## src/rtl/uart_txq.sv

```systemverilog
// Dual-lane character queue feeding a UART transmitter: write at edge k pops at k+1, line low from k+2.
// No backpressure: characters beyond the free space sampled before the edge are dropped and counted (saturating).
module uart_txq #(
  parameter int CLK_DIV   = 868,
  parameter int DEPTH     = 16,
  parameter int DATA_BITS = 8,
  parameter int STOP_BITS = 1
) (
  input  logic                   CLK,
  input  logic                   NRST,
  input  logic                   we1,
  input  logic [DATA_BITS-1:0]   wdata1,
  input  logic                   we2,
  input  logic [DATA_BITS-1:0]   wdata2,
  output logic                   full,
  output logic [$clog2(DEPTH):0] level,
  output logic                   busy,
  output logic [7:0]             drop_cnt,
  output logic                   uart_tx
);

  localparam int PW = $clog2(DEPTH);
  localparam int LW = PW + 1;
  localparam int CW = $clog2(CLK_DIV);

  localparam logic [CW-1:0] CNT_RELOAD = CW'(CLK_DIV - 1);
  localparam logic [2:0]    LAST_BIT   = 3'(DATA_BITS - 1);
  localparam logic          LAST_STOP  = 1'(STOP_BITS - 1);

  typedef enum logic [1:0] {
    IDLE  = 2'd0,
    START = 2'd1,
    DATA  = 2'd2,
    STOP  = 2'd3
  } state_t;

  // FIFO storage and bookkeeping
  logic [DATA_BITS-1:0] mem [DEPTH];
  logic [PW-1:0]        wptr;
  logic [PW-1:0]        rptr;
  logic [LW-1:0]        lvl;
  logic [LW-1:0]        free;

  // write admission
  logic                 has1;
  logic                 has2;
  logic                 acc1;
  logic                 acc2;
  logic                 drop1;
  logic                 drop2;
  logic [1:0]           n_acc;
  logic [DATA_BITS-1:0] head_wdata;
  logic [8:0]           drop_sum;

  // transmitter
  state_t               state;
  state_t               state_nxt;
  logic [CW-1:0]        cnt;
  logic [CW-1:0]        cnt_nxt;
  logic [2:0]           bidx;
  logic [2:0]           bidx_nxt;
  logic                 sidx;
  logic                 sidx_nxt;
  logic                 pop;
  logic                 shift;
  logic                 tx_nxt;
  logic                 bit_end;
  logic [DATA_BITS-1:0] shreg;

  // Space is judged on the pre-edge level only, so a pop in the same cycle never frees room for a write.
  always_comb begin
    free       = LW'(DEPTH) - lvl;
    has1       = (free != '0);
    has2       = (free >= LW'(2));
    acc1       = we1 & has1;
    acc2       = we2 & (we1 ? has2 : has1);
    drop1      = we1 & ~acc1;
    drop2      = we2 & ~acc2;
    n_acc      = {1'b0, acc1} + {1'b0, acc2};
    head_wdata = acc1 ? wdata1 : wdata2;
    drop_sum   = {1'b0, drop_cnt} + {8'd0, drop1} + {8'd0, drop2};
  end

  always_ff @(posedge CLK) begin
    if (n_acc != 2'd0) begin
      mem[wptr] <= head_wdata;
    end
    if (acc1 && acc2) begin
      mem[wptr + PW'(1)] <= wdata2;
    end
  end

  always_ff @(posedge CLK or negedge NRST) begin
    if (!NRST) begin
      wptr     <= '0;
      rptr     <= '0;
      lvl      <= '0;
      drop_cnt <= '0;
    end else begin
      wptr     <= wptr + PW'(n_acc);
      rptr     <= rptr + PW'(pop);
      lvl      <= lvl + LW'(n_acc) - LW'(pop);
      drop_cnt <= drop_sum[8] ? 8'hFF : drop_sum[7:0];
    end
  end

  // Every bit boundary reloads the counter, so bit timing never accumulates error.
  always_comb begin
    state_nxt = state;
    cnt_nxt   = cnt;
    bidx_nxt  = bidx;
    sidx_nxt  = sidx;
    pop       = 1'b0;
    shift     = 1'b0;
    tx_nxt    = 1'b1;
    bit_end   = (cnt == '0);
    unique case (state)
      IDLE: begin
        if (lvl != '0) begin
          pop       = 1'b1;
          state_nxt = START;
          cnt_nxt   = CNT_RELOAD;
        end
      end
      START: begin
        tx_nxt = 1'b0;
        if (bit_end) begin
          state_nxt = DATA;
          cnt_nxt   = CNT_RELOAD;
          bidx_nxt  = '0;
        end else begin
          cnt_nxt = cnt - CW'(1);
        end
      end
      DATA: begin
        tx_nxt = shreg[0];
        if (bit_end) begin
          cnt_nxt = CNT_RELOAD;
          shift   = 1'b1;
          if (bidx == LAST_BIT) begin
            state_nxt = STOP;
            sidx_nxt  = 1'b0;
          end else begin
            bidx_nxt = bidx + 3'd1;
          end
        end else begin
          cnt_nxt = cnt - CW'(1);
        end
      end
      STOP: begin
        if (bit_end) begin
          cnt_nxt = CNT_RELOAD;
          if (sidx == LAST_STOP) begin
            // chain straight into the next start bit when more characters wait
            if (lvl != '0) begin
              pop       = 1'b1;
              state_nxt = START;
            end else begin
              state_nxt = IDLE;
            end
          end else begin
            sidx_nxt = sidx + 1'b1;
          end
        end else begin
          cnt_nxt = cnt - CW'(1);
        end
      end
      default: state_nxt = IDLE;
    endcase
  end

  always_ff @(posedge CLK or negedge NRST) begin
    if (!NRST) begin
      state   <= IDLE;
      cnt     <= '0;
      bidx    <= '0;
      sidx    <= 1'b0;
      shreg   <= '0;
      uart_tx <= 1'b1;
    end else begin
      state   <= state_nxt;
      cnt     <= cnt_nxt;
      bidx    <= bidx_nxt;
      sidx    <= sidx_nxt;
      uart_tx <= tx_nxt;
      if (pop) begin
        shreg <= mem[rptr];
      end else if (shift) begin
        shreg <= shreg >> 1;
      end
    end
  end

  assign level = lvl;
  assign full  = (lvl == LW'(DEPTH));
  assign busy  = (lvl != '0) || (state != IDLE);

endmodule

```

## config.mk

```make
export PLATFORM = sky130hd
export DESIGN_NAME = uart_txq
export DESIGN_NICKNAME = d
export VERILOG_FILES = /design/src/rtl/uart_txq.sv
export SDC_FILE = /design/constraint.sdc
export NUM_CORES = 1
export LEC_CHECK = 0
export CORE_ASPECT_RATIO = 0.9
export CORE_MARGIN = 1
export CORE_UTILIZATION = 30
export CTS_BUF_LIST = sky130_fd_sc_hd__clkbuf_2
export CTS_CLUSTER_DIAMETER = 150
export DETAILED_ROUTE_END_ITERATION = 7
export PLACE_DENSITY = 0.49
export SYNTH_ARGS = -nofsm -noshare
export SYNTH_HDL_FRONTEND = slang
export SYNTH_SLANG_ARGS = --single-unit
```

## constraint.sdc

```tcl
create_clock -name CLK -period 3.17 [get_ports CLK]
set_input_delay 0.7925 -clock CLK [delete_from_list [all_inputs] [get_ports CLK]]
set_output_delay 0.7925 -clock CLK [all_outputs]
set_load 0.02 [all_outputs]
```

==> impl_metrics.toml, run 1 <==
[synthesis]
ys_ff_latch = 173
syn_avg_cell_area_um2 = 11.2
synth_edf_count = 128
syn_nets = 870
async_reset_ff_share_pct = 26.0
netlist_instances = 820
synth_ff_type = "edfxtp_1"
ys_warn_count = 0
synth.top_cell.area_share_pct = 41.9
netlist_top_cells_area = "edfxtp_1, dfrtp_1, a31oi_1, mux4_2, nor2_1"
yosysUniqueCellTypes = 52
synthTopCellsByCount = "nor2_1, a31oi_1, edfxtp_1"
syn-cell-area_um2 = 9180
synth-seq-area-share_pct = 54.1
yosysMostFrequentCell = "nor2_1"
netlist.top_cell.by_area = "edfxtp_1"

[timing]
slew_viol_final = 0
period_needed_ps = 3060
slew-limit-headroom_pct = 39.5
clock.fmax_mhz = 327
post-route-period-util_pct = 96.4
skew_ps = 62.8
timing.hold.ws_ps = 446
rsz0062_at_grt = "yes"
tightest_slew_ps = 904
final.setup.tns_ps = 0
hold_viol_final = 0
setup_violations = 0

[final_layout]
fin_nets = 948
fillers = 2971
stdcell_area_um2 = 11100
syn_to_final_growth_pct = 20.8
drive_above_1_share_pct = 20.9
multiInputGateArea_um2 = 3950
seqCellArea_um2 = 4980

[place]
io_buffers = 35
place_area_um2 = 10700
gp_congestion = 0.812
place_hpwl_mm = 17.6

[floorplanning]
io_pins = 36
die_area_um2 = 31300
coreArea_um2 = 30000
fp.dieH_um = 168
start_util_pct = 30.6
row_count = 60
fp.dieW_um = 186

[routing]
wirelength_mm = 25.7
dr.first_iter.drc_count = 672
drcViolationCount = 0
via_count = 6757
avgViaCountPerCell = 5.14
first_pass_iters = 5
ant_nets = 0
wl_per_cell_um = 19.5

[power_and_ir_drop]
switching_share_pct = 39.3
p_int_mw = 5.27
p_comb_share_pct = 44.7
ir_drop_mv = 0.294
power_density_nw_per_um2 = 784
sequentialPowerShare_pct = 40.7
power_frac_clock_pct = 14.5
power_mw = 8.70
power.net_switching_mw = 3.42
p_leak_nw = 4.29

[run_status]
status = "finished clean"

[clocking]
cts_root_buffer = "clkbuf_2"
path_clk_slew_ps = 310
htree_levels = 4
clk_latency_ps = 820
cts_tree = "built"
clockBufferDepth = 2
cts.sinks = 173
cts_buffers = 17
post_cts_buffers = 0

[setup_path]
required_ps = 3890
arrival_ps = 3770
end_kind = "flip-flop"
critPathLaunchType = "flip-flop"
r2r_start = "level[3]"
criticalPathCategory = "flip-flop to flip-flop"
critPathLaunch = "level[3]"
cp_max_fo = 2

[global_routing]
grt_pass1_vias = 6609
grt_max_degree = 25
antenna_found_initial = 1
grt-ovfl-total = 0
grt_usage_pct = 16.9
grt_pass1_wl_mm = 39.4

[job]
cap_viol_max_count = 0

[min_path]
hp-class = "input port to asynchronous set/reset pin"
## layout make-up
type	instances	share of cell area [%]
inverter	29	0.981
timing repair buffer	128	11.7
tap	403	4.54
antenna	1	0.0226
sequential	173	44.9
clock inverter	15	1.57
clock buffer	17	0.767
multi-input combinational	549	35.6
## metrics by stage
| step | worst slack (ps) | utilization, % | instances |
|---|---|---|---|
| after floorplan | 23.3 | - | 820 |
| after CTS | 46.9 | 36.7 | 1314 |
| after global placement | -359 | 35.7 | 1281 |
| after global routing | -19.6 | 36.9 | 1315 |
| after detailed placement | -365 | 35.7 | 1281 |
| final | 115 | 36.9 | 1315 |
## placed cells by master, fill, tap and decap left out, types with 20 or more instances in the layout
cell,n
a31oi_1,130
nand2_1,34
mux2i_1,20
ha_1,21
buf_12,20
inv_1,23
clkdlybuf4s50_1,32
buf_4,72
nor2_1,163
edfxtp_1,128
mux4_2,31
dfrtp_1,39
## flip-flops by register name (all words and copies together), names as in the netlist
register / flops
drop_cnt: 8
mem: 128
cnt: 10
rptr: 4
level: 5
wptr: 4
state: 2
bidx: 3
uart_tx: 1
shreg: 8
## power groups by stage
stage          combinational (mW)  sequential [mW]  clock, mW
2_1_floorplan                2.43             3.43          0
3_3_place_gp                 3.76             3.59          0
3_5_place_dp                 3.80             3.59          0
4_1_cts                      3.84             3.54       1.30
5_1_grt                      4.25             3.61       1.39
6_report                     3.89             3.54       1.26
## critical path: stages (launching register included)
cell and delay, ps:
dfrtp_2 440, inv_2 40, ha_2 160, and2_4 150, ha_4 270, buf_4 110
o211a_4 150, nor2_2 40, ha_2 330, inv_2 50, ha_4 250, inv_2 40
ha_4 150, fa_2 360, a21oi_2 140, nor2_1 60, nor2_1 120, xnor2_1 120
## repair_timing
| item | CTS | global route |
|---|---|---|
| setup endpoints to repair | 10 | 57 |
| pin swaps | 0 | 11 |
| hold buffers | 1 | 0 |
| gates cloned | 0 | 0 |
| gates resized for setup | 7 | 18 |
| endpoints found under the hold margin | 19 | 0 |
## routing by layer
| layer | track usage, % | part of all wire (%) | up-vias |
|---|---|---|---|
| met5 | 0 | 0 | - |
| met4 | 4.53 | 1.1 | 0 |
| met3 | 3.36 | 5.0 | 18 |
| met2 | 27.9 | 48 | 183 |
| met1 | 22.6 | 46 | 3336 |
| li1 | - | - | 3220 |
## path summary, 6_finish.rpt
path / to / slack, ps / cells after the start
min in group CLK: uart_tx / 530 / 1
setup / recovery: level[4] / 110 / 17
hold / removal: bidx[0] / 450 / 2
hold reg to reg: uart_tx / 530 / 1
setup reg to reg: level[4] / 110 / 17
max in group asynchronous: level[1] / 2110 / 3
## kinds of logic after synthesis
logic type	Yosys count	share of synthesized area [%]
AND/OR/NAND/NOR	263	12.4
flip-flops	173	54.1
adder cells (fa/ha/maj)	30	4.33
AO/OA/AOI/OAI	179	12.6
multiplexers	55	10.3
buffers and inverters	98	4.14
XOR/XNOR	22	2.10
Power figures use the tool's default switching activity.
==> run 2, diff against run 1 <==
Settings changed: ABC_AREA from default to 1.
==> run 2 against run 1 <==
Synthesized cell count rose by 54%. Clock-buffer cell count increased by 1. Hold slack lost 400 ps. Non-clock buffer count is 1 lower. Die area increased by 10%. Synthesized area up 10%. Sequential share of layout area decreased by 2.5 points. Critical path type unchanged. Critical endpoint is now level[2].
==> impl_metrics.toml, run 2 <==
[floorplanning]
io_pins = 36
fp.dieW_um = 196
start_util_pct = 30.6
die_area_um2 = 34500
coreArea_um2 = 33100
row_count = 63
fp.dieH_um = 176

[timing]
period_needed_ps = 3070
skew_ps = 58.6
clock.fmax_mhz = 326
hold_viol_final = 0
setup_violations = 0
post-route-period-util_pct = 96.8
tightest_slew_ps = 719
slew-limit-headroom_pct = 52.0
slew_viol_final = 0
rsz0062_at_grt = "yes"
timing.final.ws_setup_ps = 103

[clocking]
htree_levels = 4
path_clk_slew_ps = 310
cts_root_buffer = "clkbuf_2"
clk_latency_ps = 770
cts_tree = "built"
clockBufferDepth = 2
cts_buffers = 17
cts.sinks = 173

[final_layout]
fin_nets = 1398
final_common_cell = "nand2_1"
drive_above_1_share_pct = 15.6
largest_reg_flops = 128
final_cell_mix = "nand2_1, nand3_1, edfxtp_1"
utilization_pct = 35.5
largestRegisters = "mem (128), cnt (10)"
largest_register = "mem"
stdcell_area_um2 = 11800
syn_to_final_growth_pct = 16.1

[synthesis]
async_reset_ff_share_pct = 26.0
netlist_top_cells_area = "edfxtp_1, nand2_1, nand3_1, dfrtp_1, nor2_1"
ys_warn_count = 0
yosysMostFrequentCell = "nand2_1"
ys_ff_latch = 173
syn-cell-area_um2 = 10100
yosysUniqueCellTypes = 37
netlist.top_cell.by_area = "edfxtp_1"
synthTopCellsByCount = "nand2_1, nand3_1, edfxtp_1"
netlist_instances = 1259
synth_ff_type = "edfxtp_1"
synth_edf_count = 128
synth.top_cell.area_share_pct = 38.0
syn_nets = 1309
synth-seq-area-share_pct = 49.1
syn_avg_cell_area_um2 = 8.04

[setup_path]
rr_worst_depth = 19
cp_max_fo = 2
arrival_ps = 3780
reg2reg_to = "level[2]"
criticalPathCategory = "flip-flop to flip-flop"
reg2reg_slack_ps = 100
r2r_start = "level[2]"
required_ps = 3880
critPathLaunchType = "flip-flop"
end_kind = "flip-flop"
crit_end = "level[2]"
critPathLaunch = "level[2]"

[routing]
via_count = 8778
drcViolationCount = 0
dr.first_iter.drc_count = 802
wirelength_mm = 32.0
wl_per_cell_um = 17.9
ant_nets = 0
avgViaCountPerCell = 4.92
first_pass_iters = 7

[global_routing]
grt-ovfl-total = 0
grt_pass1_vias = 8445
grt_max_degree = 61
antenna_found_initial = 1
grt_pass1_wl_mm = 49.1
grt_usage_pct = 19.1

[place]
io_buffers = 35
place_hpwl_mm = 21.4
gp_congestion = 0.822
pre_cts_slack_ps = -217
place_area_um2 = 11400

[run_status]
status = "finished clean"

[power_and_ir_drop]
power_density_nw_per_um2 = 578
p_leak_nw = 5.22
ir_drop_mv = 0.516
power_mw = 6.79

[job]
cap_viol_max_count = 0

[min_path]
hp-class = "input port to asynchronous set/reset pin"
-- run 2: cell count changes after synthesis, sizes merged, moves of 23 or more --
cell / delta
clkbuf: -35
inv: +71
nor2: -44
a31oi: -130
nand2: +412
nand3: +208
buf: +23
mux4: -31
o21ai: +41
-- run 2: metrics by stage --
stage | hold WS [ps] | TNS (ps) | instances
finish | 44.1 | 0 | 1784
global route | 13.5 | -95.7 | 1784
CTS | 18.3 | -2.08 | 1780
detailed placement | 470 | -1430 | 1747
global placement | 474 | -1270 | 1747
floorplan | 442 | -21.2 | 1259
-- run 2: area by class of cell --
class                           instances  area (um2)
Inverter                              110         415
Sequential cell                       173        4980
Multi-Input combinational cell        919        4540
Timing Repair Buffer                  127        1050
Tap cell                              422         528
Antenna cell                            1        2.50
Fill cell                            3512       21400
Clock buffer                           18        90.1
Clock inverter                         14         158
-- run 2: power by group --
| group | internal [mW] | leakage [nW] | switching (mW) |
|---|---|---|---|
| registers | 2.96 | 1.68 | 0.166 |
| clock network | 0.382 | 0.139 | 0.880 |
| logic | 0.957 | 3.40 | 1.45 |
-- run 2: worst min path at each step --
stage / to
5_1_grt: level[1]
3_3_place_gp: shreg[5]
6_report: level[4]
4_1_cts: level[0]
3_5_place_dp: shreg[7]
2_1_floorplan: shreg[7]
-- run 2: cells by family (layout without fill, tap and decap cells) --
| group | Yosys count | count (layout) | synth area share [%] |
|---|---|---|---|
| other | 0 | 1 | 0 |
| xor gates and xnor gates | 13 | 13 | 1.20 |
| DFF | 173 | 173 | 49.1 |
| AOI/OAI and AO/OA | 67 | 67 | 3.50 |
| and+or+nand+nor | 809 | 809 | 35.0 |
| buffers and inverters | 167 | 269 | 7.24 |
| adders and majority gates | 30 | 30 | 3.93 |
-- run 2: critical path: stages, from the launching register on --
cell and delay [ps]:
dfrtp_2 440, inv_2 50, ha_4 150, nand2_2 60
inv_2 50, ha_4 260, inv_2 30, nor2_1 90
nand3_1 110, a21oi_2 190, nor2_2 70, ha_4 270
inv_2 40, ha_4 250, inv_2 40, ha_4 150
fa_2 370, buf_4 140, buf_4 120, xor2_1 140
-- run 2: layer usage --
layer	GRT usage (%)	up-vias	share of wire, %
met4	6.73	0	2.4
li1	-	4281	-
met5	0	-	0
met1	25.5	4165	45
met3	2.16	53	5.1
met2	31.9	279	48
-- run 2: timing repair --
action	in CTS	in global routing
pin swaps	4	9
hold buffers	0	0
setup endpoints to repair	10	11
resized for setup	8	12
setup buffers	1	3
